[src/rtl/riscv_pkg.sv]
// Shared RISC-V core definitions used by the writeback path.
// Optional build macro used by the writeback arbiter: WB_FIXED_PRIO_EN.
package riscv_pkg;

  localparam int XLEN       = 32;
  localparam int REG_ADDR_W = 5;

  // Architectural zero register: writes to it are discarded.
  localparam logic [REG_ADDR_W-1:0] REG_ZERO = '0;

  // One writeback request as presented by a source unit.
  typedef struct packed {
    logic [REG_ADDR_W-1:0] addr;
    logic [XLEN-1:0]       data;
  } wb_req_t;

endpackage

[src/rtl/regfile_wb_arbiter_rr.sv]
// rr_arbiter: purely combinational one-of-N grant selection.
// Default build searches round-robin from ptr, wrapping modulo NUM_REQ.
// With WB_FIXED_PRIO_EN defined the ptr port is removed and the lowest
// requesting index always wins.
module rr_arbiter #(
  parameter  int NUM_REQ = 3,
  localparam int IW      = (NUM_REQ > 1) ? $clog2(NUM_REQ) : 1
) (
  input  logic [NUM_REQ-1:0] req,
`ifndef WB_FIXED_PRIO_EN
  input  logic [IW-1:0]      ptr,
`endif
  output logic [NUM_REQ-1:0] grant,
  output logic [IW-1:0]      grant_idx,
  output logic               grant_valid
);

  logic [IW-1:0] idx;

  // First requester found by the search order gets the one-hot grant.
  always_comb begin
    // NOTE: every signal written here gets a default first, so no path can leave it unassigned and infer a latch.
    grant       = '0;
    grant_idx   = '0;
    grant_valid = 1'b0;
    idx         = '0;
    for (int k = 0; k < NUM_REQ; k++) begin
`ifdef WB_FIXED_PRIO_EN
      idx = IW'(k);
`else
      idx = IW'((int'(ptr) + k) % NUM_REQ);
`endif
      if (!grant_valid && req[idx]) begin
        grant_valid = 1'b1;
        grant_idx   = idx;
      end
    end
    if (grant_valid) begin
      grant[grant_idx] = 1'b1;
    end
  end

endmodule

[src/rtl/regfile_wb_arbiter.sv]
// regfile_wb_arbiter: shares the register file's single write port between
// NUM_REQ valid/ready writeback sources. One winner per cycle is registered
// onto wb_en/wb_addr/wb_data; requests to x0 are acknowledged immediately and
// never reach the port. Build macro WB_FIXED_PRIO_EN selects fixed priority
// (lowest index wins, no ptr) instead of round-robin.
module regfile_wb_arbiter #(
  parameter int NUM_REQ = 3,
  parameter int XLEN    = 32,
  parameter int AW      = 5
) (
  input  logic                    clk,
  input  logic                    rst,
  input  logic [NUM_REQ-1:0]      req_valid,
  output logic [NUM_REQ-1:0]      req_ready,
  input  logic [NUM_REQ*AW-1:0]   req_addr,
  input  logic [NUM_REQ*XLEN-1:0] req_data,
  output logic                    wb_en,
  output logic [AW-1:0]           wb_addr,
  output logic [XLEN-1:0]         wb_data,
  output logic                    stall
);

  import riscv_pkg::*;

  localparam int IW = (NUM_REQ > 1) ? $clog2(NUM_REQ) : 1;

  logic [NUM_REQ-1:0] x0_hit;
  logic [NUM_REQ-1:0] eligible;
  logic [NUM_REQ-1:0] grant;
  logic [IW-1:0]      grant_idx;
  logic               grant_valid;
  logic [AW-1:0]      sel_addr;
  logic [XLEN-1:0]    sel_data;

  // Split valid requests into x0 writes (absorbed) and real writes (arbitrated).
  for (genvar i = 0; i < NUM_REQ; i++) begin : g_classify
    logic addr_zero;
    assign addr_zero   = (req_addr[i*AW +: AW] == AW'(REG_ZERO));
    assign x0_hit[i]   = req_valid[i] &  addr_zero;
    assign eligible[i] = req_valid[i] & ~addr_zero;
  end

`ifdef WB_FIXED_PRIO_EN
  rr_arbiter #(.NUM_REQ(NUM_REQ)) u_arb (
    .req         (eligible),
    .grant       (grant),
    .grant_idx   (grant_idx),
    .grant_valid (grant_valid)
  );
`else
  logic [IW-1:0] ptr;

  rr_arbiter #(.NUM_REQ(NUM_REQ)) u_arb (
    .req         (eligible),
    .ptr         (ptr),
    .grant       (grant),
    .grant_idx   (grant_idx),
    .grant_valid (grant_valid)
  );

  // Round-robin pointer moves one past the winner; it holds when nobody wins.
  always_ff @(posedge clk or posedge rst) begin
    if (rst) begin
      ptr <= '0;
    end else if (grant_valid) begin
      ptr <= (grant_idx == IW'(NUM_REQ - 1)) ? '0 : grant_idx + 1'b1;
    end
  end
`endif

  assign sel_addr = req_addr[grant_idx*AW +: AW];
  assign sel_data = req_data[grant_idx*XLEN +: XLEN];

  // x0 requests and the winner complete now; nothing is accepted during reset.
  assign req_ready = rst ? '0 : (x0_hit | grant);
  assign stall     = ~rst & (|(req_valid & ~req_ready));

  // Write-port register: wb_en follows the grant, addr/data hold when idle.
  always_ff @(posedge clk or posedge rst) begin
    if (rst) begin
      // NOTE: sequential state uses non-blocking assignments so every flop samples pre-edge values.
      wb_en   <= 1'b0;
      wb_addr <= '0;
      wb_data <= '0;
    end else begin
      wb_en <= grant_valid;
      if (grant_valid) begin
        wb_addr <= sel_addr;
        wb_data <= sel_data;
      end
    end
  end

endmodule

[config.mk]
export PLATFORM = sky130hd
export DESIGN_NAME = regfile_wb_arbiter
export DESIGN_NICKNAME = d
export VERILOG_FILES = /design/src/rtl/riscv_pkg.sv /design/src/rtl/regfile_wb_arbiter_rr.sv /design/src/rtl/regfile_wb_arbiter.sv
export SDC_FILE = /design/constraint.sdc
export NUM_CORES = 1
export LEC_CHECK = 0
export CAP_MARGIN = 0
export CORE_MARGIN = 2
export CORE_UTILIZATION = 39
export CTS_BUF_LIST = sky130_fd_sc_hd__clkbuf_4
export DETAILED_ROUTE_END_ITERATION = 7
export HOLD_SLACK_MARGIN = 0.02
export PLACE_DENSITY = 0.88
export RECOVER_POWER = 50
export REMOVE_ABC_BUFFERS = 1
export SETUP_SLACK_MARGIN = 0.02
export SYNTH_ARGS = -nofsm -noshare
export SYNTH_HDL_FRONTEND = slang
export SYNTH_SLANG_ARGS = --single-unit
[constraint.sdc]
create_clock -name clk -period 5.2 [get_ports clk]
set_input_delay 1.04 -clock clk [delete_from_list [all_inputs] [get_ports clk]]
set_output_delay 1.04 -clock clk [all_outputs]
set_load 0.02 [all_outputs]
==> results.md, run 1 <==
* First-pass GRT wire length at 12300 um
* Worst r2r dst: wb_data[14]
* Nets at 502
* Initial drt markers at 187
* Final hold vios at 0
* Average cell area after synthesis at 9.73 um^2
* Vias in the first global route at 2526
* Cell taking the most area after synthesis: dfrtp_1
* Crit end category: primary output
* DP Wirelength at 5970 um
* Post-Syn Area at 2280 um^2
* Yosys Warn Count at 0
* Vias per cell at 5.83
* Sw Ratio at 47.1%
* DR WL/cell at 18.0 um
* Period minus WS final at 4660 ps
* Register area share after synthesis at 44.0%
* WP data arrival at 3620 ps
* Placeable Area at 5570 um^2
* Startpoint types: input pin
* Worst-path cell chain: clkdlybuf4s50_1, or4_4, o21ai_4, a21oi_1, and2_1, nor3_1, o21a_1, clkdlybuf4s50_1
* Congestion Overflow GR at 0
* I/O Pins at 158
* Reg2reg setup slack at 2420 ps
* Drt first pass iters at 5
* Clock transition at path regs at 130 ps
* Worst-margin pin slew at 2200 ps
* Largest net degree at the start of global routing at 57
* Max-Cap Viols at 1
* Final period util at 89.7%
* Reg2reg path depth at 9
* Seq cells post-synth at 40
* Cts bufs inserted at 5
* Hold-fix buffers at CTS at 0
* Fin area at 3910 um^2
* DP Area at 3870 um^2
* DRC violations left at 0
* Clk pwr share at 6.8%
* Kind of critical path: input pin to primary output
* Worst Hold Class: flop to flop
* Seq pwr share at 25.3%
* Max incr delay on CP at 600 ps
* Total Wirelength at 8210 um
* Critical R2R Launch: ptr[0]
* Final setup fails at 0
* Yosys top cell area share at 44.0%
* Gate power share at 68.0%
* Full die area at 6460 um^2
* Clock tree buffer depth at 2
* RD Place Congestion at 0.851
* Failing checks: capacitance limit, slew limit
* Syn-to-layout area delta at 72.0%
* Total number of vias at 2657
* Non-Filler Instances at 456
* Mapped Cells at 234
* Pwr per Cell Area at 578 nW/um^2
* Switching power at 1.07 mW
* Crit path max-delay cell type: clkdlybuf4s50_1
* Max-slew violation count at 41
* Layout cell share with drive strength beyond 1 at 6.77%
* # Post-CTS Setup Buffers at 0
* Cell mode on critical path: clkdlybuf4s50_1
* Initial antenna violation count at 0
* Status: finished with violations
* Clk_lat worst skew at 350 ps
* Power Internal at 1.20 mW
* Hold depth at 2
* Antenna diodes at 0
* Htree depth at 2
* Fillers at 436
* Min-delay src: wb_data[13]
* Top cells by area, synth: dfrtp_1 44%, a222oi_1 12%, nand2_1 6.3%
* Setup_tns at 0 ps
* Clk root buf: clkbuf_4
* Distinct cells, synth at 37
* Starting density of the core at 40.8%
* Overall Global Routing Usage at 24.5%
* Hold worst-path end: wb_data[13]
* IO buf count at 157
* Die W at 80.4 um
* Clock sinks at 40
* Placed insts at 449
* Max FO, Critical Path at 7
* Max_slew headroom at -46.8%
* CTS tree: yes
* Fmax at 214 MHz
* Row Count at 27
* WP data required at 4160 ps
* RSZ-0062 raised after global routing: false
* Peak supply drop at 336 uV
* Post_cts resized at 0
* Die Y at 80.4 um
* Max Clock Skew at 12.0 ps
* Leak Pwr at 1.52 nW
* WHS at 520 ps
* Post-route ant nets at 0
## registers in the layout (all words and copies together), names as in the netlist
signal   cells
ptr          2
wb_data     32
wb_en        1
wb_addr      5
## through the flow
stage	total power, mW	worst slack (ps)	utilization (%)
floorplan	1.47	558	-
global placement	2.12	609	69.4
detailed placement	2.15	575	69.4
CTS	2.31	552	70.3
global route	2.44	458	70.2
finish	2.26	537	70.2
## layer usage
layer | track usage, % | up-vias | wire (um)
met5 | 0 | - | 0
met4 | 4.58 | 0 | 78
met3 | 7.08 | 10 | 789
met2 | 44.3 | 147 | 4100
met1 | 29.0 | 1269 | 3240
li1 | - | 1231 | -
## cell families (layout without fill, tap and decap cells)
logic type                 count (synthesis)  count (layout)  synth area share, %
AOI/OAI and AO/OA                        104             104                 36.1
and+or+nand+nor                           61              61                 12.1
DFF                                       40              40                 44.0
buffers and inverters                     27             177                 6.71
adders and majority gates                  2               2                 1.10
## layout make-up
type                            count  area (um^2)  area share [%]
Timing Repair Buffer              163         1610            41.2
Multi-Input combinational cell    167         1130            29.0
Sequential cell                    40         1000            25.6
Tap cell                           72         90.1            2.30
Clock buffer                        5         37.5           0.959
Inverter                            7         26.3           0.671
Clock inverter                      2         12.5           0.320
## power groups by stage
stage / sequential, mW / combinational [mW] / clock [mW]
after global routing: 0.590 / 1.67 / 0.179
after floorplan: 0.758 / 0.714 / 0
after global placement: 0.572 / 1.54 / 0
final: 0.572 / 1.54 / 0.153
after CTS: 0.574 / 1.58 / 0.161
after detailed placement: 0.580 / 1.57 / 0
## critical path, delay by kind of cell
family,cells,cell delay (ps)
buffers and inverters,2,1050
AOI/OAI and AO/OA,3,520
and+or+nand+nor,3,1000
## worst max path at each step
| stage | start | to | depth (start not counted) |
|---|---|---|---|
| 3_5_place_dp | req_addr[11] | req_ready[0] | 8 |
| 4_1_cts | req_addr[11] | req_ready[0] | 8 |
| 3_3_place_gp | req_addr[11] | req_ready[0] | 8 |
| 5_1_grt | req_addr[1] | req_ready[1] | 8 |
| 6_report | req_addr[11] | req_ready[0] | 8 |
| 2_1_floorplan | req_addr[11] | req_ready[0] | 6 |
## cells in the mapped netlist (all sizes together)
master	n
dfrtp	40
nand2	38
o21ai	29
a222oi	27
buf	17
a31oi	13
a22oi	11
nor2	11
inv	7
a211oi	6
a21oi	5
clkbuf	3
nor3	3
o2111ai	3
and2	2
ha	2
nor3b	2
o21a	2
o22ai	2
or4	2
a21bo	1
a21o	1
a221oi	1
a2bb2oi	1
nand3	1
nor2b	1
nor4b	1
o211ai	1
o221ai	1
## cells in the final DEF (no fill, tap or decap), drive strengths merged
| cell | instances |
|---|---|
| clkinvlp | 1 |
| nand3 | 1 |
| a2bb2oi | 1 |
| nor3 | 3 |
| o22ai | 2 |
| nor2b | 1 |
| and2 | 2 |
| ha | 2 |
| a22oi | 11 |
| inv | 6 |
| or4 | 2 |
| a21o | 1 |
| a222oi | 27 |
| nand2 | 38 |
| o21ai | 29 |
| clkinv | 2 |
| a221oi | 1 |
| a211oi | 6 |
| dlygate4sd3 | 22 |
| a21oi | 5 |
| o21a | 2 |
| nor3b | 2 |
| buf | 5 |
| clkdlybuf4s50 | 135 |
| nor4b | 1 |
| o211ai | 1 |
| a21bo | 1 |
| dfrtp | 40 |
| a31oi | 13 |
| o2111ai | 3 |
| o221ai | 1 |
| clkbuf | 6 |
| nor2 | 11 |
Note: power is estimated with default switching activity, not from simulation.
==> inputs of run 2 (changes only) <==
--- a/config.mk
+++ b/config.mk
@@ -6,15 +6,19 @@
 export NUM_CORES = 1
 export LEC_CHECK = 0
 export CAP_MARGIN = 0
+export CELL_PAD_IN_SITES_DETAIL_PLACEMENT = 0
+export CELL_PAD_IN_SITES_GLOBAL_PLACEMENT = 1
 export CORE_MARGIN = 2
-export CORE_UTILIZATION = 39
+export CORE_UTILIZATION = 27
 export CTS_BUF_LIST = sky130_fd_sc_hd__clkbuf_4
+export CTS_CLUSTER_DIAMETER = 80
 export DETAILED_ROUTE_END_ITERATION = 7
 export HOLD_SLACK_MARGIN = 0.02
-export PLACE_DENSITY = 0.88
+export PLACE_DENSITY_LB_ADDON = 0.1
 export RECOVER_POWER = 50
 export REMOVE_ABC_BUFFERS = 1
 export SETUP_SLACK_MARGIN = 0.02
 export SYNTH_ARGS = -nofsm -noshare
 export SYNTH_HDL_FRONTEND = slang
 export SYNTH_SLANG_ARGS = --single-unit
+export TNS_END_PERCENT = 100
==> run 2 against run 1 <==
  * The run still ends with capacitance limit, slew limit left
  * First-iteration DRC count grew 2.1%
  * Total power grew 2.5%
  * Core utilization shrank 21 points
  * Hold slack lost 1.4 ps
  * Count of clock-buffer cells in the layout is the same
  * Sequential share of layout area shrank 0.50 points
  * Clock skew shrank 6.4 ps
  * Non-clock buffer count grew 1
  * Cell area grew 2.0%
  * Largest power group unchanged
  * Flip-flop and latch count is the same
==> results.md, run 2 (synthesized netlist as in run 1, its figures left out) <==
* Status: finished with violations
* Failing checks: capacitance limit, slew limit
* Clk_lat worst skew at 350 ps
* Die Y at 95.8 um
* RD Place Congestion at 0.885
* Post_cts resized at 0
* Max FFs per register at 32
* Fin worst setup slack at 528 ps
* Fmax at 214 MHz
* Place WS at 547 ps
* Hold-fix buffers at CTS at 0
* Overall Global Routing Usage at 17.4%
* Starting density of the core at 27.8%
* Crit end category: primary output
* Placeable Area at 8180 um^2
* Max-slew violation count at 41
* Drt first pass iters at 5
* Largest Register: wb_data
* Initial drt markers at 191
* Row Count at 33
* Cell mode on critical path: clkdlybuf4s50_1
* Max-Cap Viols at 1
* Most frequent cells in the layout: 135 x clkdlybuf4s50_1, 40 x dfrtp_1, 38 x nand2_1
* Vias per cell at 5.13
* # Post-CTS Setup Buffers at 0
* Biggest regs: wb_data: 32 flops, wb_addr: 5 flops, ptr: 2 flops
* DP Wirelength at 5860 um
* Pwr per Cell Area at 581 nW/um^2
* Total number of vias at 2517
* Layout Utilization at 48.8%
* Max incr delay on CP at 600 ps
* Peak supply drop at 233 uV
* DRC violations left at 0
* IO buf count at 157
* WP data required at 4160 ps
* WP data arrival at 3630 ps
* Largest net degree at the start of global routing at 57
* Layout cell share with drive strength beyond 1 at 7.25%
* Initial antenna violation count at 0
* Congestion Overflow GR at 0
* Kind of critical path: input pin to primary output
* Vias in the first global route at 2515
* I/O Pins at 158
* Final hold vios at 0
* Period minus WS final at 4670 ps
* Clock sinks at 40
* Max Clock Skew at 5.64 ps
* Worst-margin pin slew at 2340 ps
* Cts bufs inserted at 5
* Full die area at 9180 um^2
* Setup_tns at 0 ps
* CTS tree: yes
* First-pass GRT wire length at 12400 um
* Reg2reg setup slack at 2430 ps
* Max_slew headroom at -56.0%
* Clock tree buffer depth at 2
* Commonest non-fill, non-tap cell in the layout: clkdlybuf4s50_1
* Syn-to-layout area delta at 75.4%
* CP Buf/Inv Count at 2
* Nets at 503
* Final setup fails at 0
* Top delay family on crit path: simple AND/OR/NAND/NOR gates
* Die W at 95.8 um
* Total Wirelength at 8240 um
* Antenna diodes at 0
* Leak Pwr at 1.55 nW
* Worst-path cell chain: clkdlybuf4s50_1, or4_4, o21ai_4, a21oi_1, and2_1, nor3_1, o21a_1, clkdlybuf4s50_1
* Post-route ant nets at 0
* Max FO, Critical Path at 7
* RSZ-0062 raised after global routing: false
* Fillers at 795
* DR WL/cell at 16.8 um
* Clk root buf: clkbuf_4
* Htree depth at 2
* Crit path max-delay cell type: clkdlybuf4s50_1
* Clock transition at path regs at 130 ps
* Startpoint types: input pin
* Worst Hold Class: flop to flop
* Final period util at 89.8%
run 2: cell types whose count changed in the layout (fill, tap and decap cells not counted), sizes merged:
| cell | change |
|---|---|
| clkinv | -1 |
| bufinv | +1 |
| buf | +1 |
| inv | +1 |
run 2: final timing paths:
check                             start           end  cells after the start
max in group asynchronous           rst   wb_data[26]                      3
hold / removal              wb_data[13]   wb_data[13]                      2
hold reg to reg             wb_data[13]   wb_data[13]                      2
setup reg to reg                 ptr[0]    wb_data[6]                      8
setup / recovery           req_addr[11]  req_ready[0]                      8
min in group asynchronous           rst    wb_addr[2]                      3
run 2: per-stage QoR:
step	cells	area, um^2	hold slack, ps	total power [mW]
after global routing	491	3990	555	2.51
final	491	3990	518	2.32
after CTS	491	4000	533	2.40
after detailed placement	483	3920	506	2.17
after global placement	483	3920	494	2.17
after floorplan	214	2150	479	1.47
run 2: cell type report:
| type | instances | area, um^2 | area share, % |
|---|---|---|---|
| Timing Repair Buffer | 164 | 1620 | 40.6 |
| Multi-Input combinational cell | 167 | 1130 | 28.4 |
| Sequential cell | 40 | 1000 | 25.1 |
| Tap cell | 105 | 131 | 3.29 |
| Clock inverter | 3 | 42.5 | 1.07 |
| Clock buffer | 5 | 37.5 | 0.940 |
| Inverter | 7 | 26.3 | 0.658 |
run 2: where the power goes:
part	total, mW	internal (mW)	switching, mW	leakage, nW
combinational	1.54	0.671	0.870	1.04
clock	0.214	0.100	0.114	0.0412
sequential	0.565	0.482	0.0833	0.471
run 2: tightest hold or removal path, cell delays in order, from the launching register on:
cell	delay [ps]
dfrtp_1	360
a222oi_1	60
o21ai_0	70
run 2: layer usage:
layer  vias to the layer above  GRT usage, %  share of wire, %  wire, um
met5                         -             0                 0         0
met4                         0          2.86              0.69        57
met3                         5          5.56               9.6       792
met2                       112          29.8                47      3890
met1                      1172          21.8                42      3500
li1                       1228             -                 -         -
==> inputs of run 3 (changes only) <==
--- a/config.mk
+++ b/config.mk
@@ -14,7 +14,7 @@
 export CTS_CLUSTER_DIAMETER = 80
 export DETAILED_ROUTE_END_ITERATION = 7
 export HOLD_SLACK_MARGIN = 0.02
-export PLACE_DENSITY_LB_ADDON = 0.1
+export PLACE_DENSITY = 0.95
 export RECOVER_POWER = 50
 export REMOVE_ABC_BUFFERS = 1
 export SETUP_SLACK_MARGIN = 0.02
==> run 3 against run 2 <==
  * The run still ends with capacitance limit, slew limit left
  * Via count rose by 4.2%
  * Count of clock-buffer cells in the layout is the same
  * Die area stayed put
  * Critical path type unchanged
  * Largest power group unchanged
==> results.md, run 3 (synthesized netlist as in run 1, its figures left out) <==
* Fmax at 213 MHz
* Hold worst-path end: wb_data[16]
* Fillers at 773
* Biggest regs: wb_data: 32 flops, wb_addr: 5 flops, ptr: 2 flops
* Clock sinks at 40
* Die W at 95.8 um
* Die Y at 95.8 um
* Non-Filler Instances at 490
* Worst-margin pin slew at 2160 ps
* Startpoint types: input pin
* Top Metal Used: met4
* Max_slew headroom at -44.0%
* Final period util at 90.4%
* Crit end category: primary output
* Post_cts resized at 0
* IO buf count at 157
* Layout Utilization at 48.7%
* DR WL/cell at 16.6 um
* Total Wirelength at 8140 um
* Row Count at 33
* Final hold vios at 0
* Max FO, Critical Path at 7
* I/O Pins at 158
* Reg2reg setup slack at 2420 ps
* Final setup fails at 0
* Vias per cell at 5.35
* Leak Pwr at 1.54 nW
* CP Buf/Inv Count at 2
* Largest net degree at the start of global routing at 57
* Kind of critical path: input pin to primary output
* M1 wire length at 3260 um
* Overall Global Routing Usage at 16.5%
* Commonest non-fill, non-tap cell in the layout: clkdlybuf4s50_1
* Largest Register: wb_data
* Worst Hold Class: flop to flop
* Cell mode on critical path: clkdlybuf4s50_1
* Placeable Area at 8180 um^2
* Pwr per Cell Area at 579 nW/um^2
* WL met3 at 889 um
* FF/Latch Area at 1000 um^2
* Full die area at 9180 um^2
* Worst r2r dst: wb_data[14]
* Post-route ant nets at 0
* Hold-fix buffers at CTS at 0
* Worst-path cell chain: clkdlybuf4s50_1, or4_4, o21ai_4, a21oi_1, and2_1, nor3_1, o21a_1, clkdlybuf4s50_1
* Antenna diodes at 0
* Htree depth at 2
* # Post-CTS Setup Buffers at 0
* Congestion Overflow GR at 0
* Clock transition at path regs at 120 ps
* Period minus WS final at 4700 ps
* Max incr delay on CP at 610 ps
* Initial antenna violation count at 0
* Placed insts at 482
* Status: finished with violations
* WHS at 519 ps
* Syn-to-layout area delta at 75.1%
* Starting density of the core at 27.8%
* First-pass GRT wire length at 11800 um
* Drt first pass iters at 6
* Final Total Pwr at 2.31 mW
* Clk root buf: clkbuf_4
* Setup_tns at 0 ps
* Vias in the first global route at 2487
* Max FFs per register at 32
* Crit path max-delay cell type: clkdlybuf4s50_1
* Max-Cap Viols at 1
* CTS tree: yes
* Most frequent cells in the layout: 135 x clkdlybuf4s50_1, 40 x dfrtp_1, 38 x nand2_1
* DRC violations left at 0
* Max Clock Skew at 11.6 ps
* Failing checks: capacitance limit, slew limit
* Reg2reg path depth at 8
* Top delay family on crit path: buffers and inverters
* Peak supply drop at 313 uV
* RD Place Congestion at 0.841
* Clock tree buffer depth at 2
* WP data required at 4160 ps
* Layout cell share with drive strength beyond 1 at 6.75%
* Initial drt markers at 181
* Min-delay src: wb_data[16]
* RSZ-0062 raised after global routing: false
* WP data arrival at 3660 ps
* Total number of vias at 2622
* Hold depth at 2
* Clk_lat worst skew at 340 ps
* Cts bufs inserted at 5
* Nets at 502
* Max-slew violation count at 41
* Multi-input gate area at 1130 um^2
* Met2 Wirelength at 3930 um
* DP Wirelength at 6010 um
* Critical R2R Launch: ptr[0]
## run 3: cell types whose count changed in the layout (fill, tap and decap cells not counted), sizes merged
cell,delta
clkinv,+2
inv,-1
clkinvlp,-1
buf,-1
## run 3: report_power, final
part	internal [mW]	leakage, nW	switching (mW)	total (mW)
Combinational	0.665	1.03	0.869	1.53
Clock	0.101	0.0428	0.109	0.210
Sequential	0.482	0.471	0.0833	0.565
Total	1.25	1.54	1.06	2.31
## run 3: per-stage QoR
step	setup slack, ps	instance area (um^2)
4_1_cts	520	3990
3_5_place_dp	543	3910
3_3_place_gp	606	3910
5_1_grt	414	3990
2_1_floorplan	558	2150
6_report	499	3990
## run 3: metal layers
metal,vias to the layer above,track usage (%)
li1,1226,-
met1,1242,18.8
met2,148,28.8
met3,6,6.26
met4,0,4.76
met5,-,0
## run 3: area by class of cell
class                      count  area share, %
timing repair buffer         163           40.5
multi-input combinational    167           28.4
sequential                    40           25.1
tap                          105           3.30
clock inverter                 3           1.07
clock buffer                   5          0.942
inverter                       7          0.659
## run 3: how the worst max path moves through the flow
| stage | startpoint | endpoint | slack (ps) | cells past startpoint |
|---|---|---|---|---|
| after detailed placement | req_addr[11] | req_ready[0] | 540 | 8 |
| after CTS | req_addr[11] | req_ready[0] | 520 | 8 |
| after global placement | req_addr[11] | req_ready[0] | 610 | 8 |
| final | req_addr[11] | req_ready[0] | 500 | 8 |
| after global routing | req_addr[11] | req_ready[0] | 410 | 8 |
| after floorplan | req_addr[11] | req_ready[0] | 560 | 6 |
## run 3: worst reg2reg max path, cell delays in order, from the launching register on
cell and delay, ps:
dfrtp_1 390, inv_1 60, ha_1 350, inv_1 100, a221oi_1 400, a21oi_1 190, a2bb2oi_4 830, nand2_1 180
a31oi_1 220
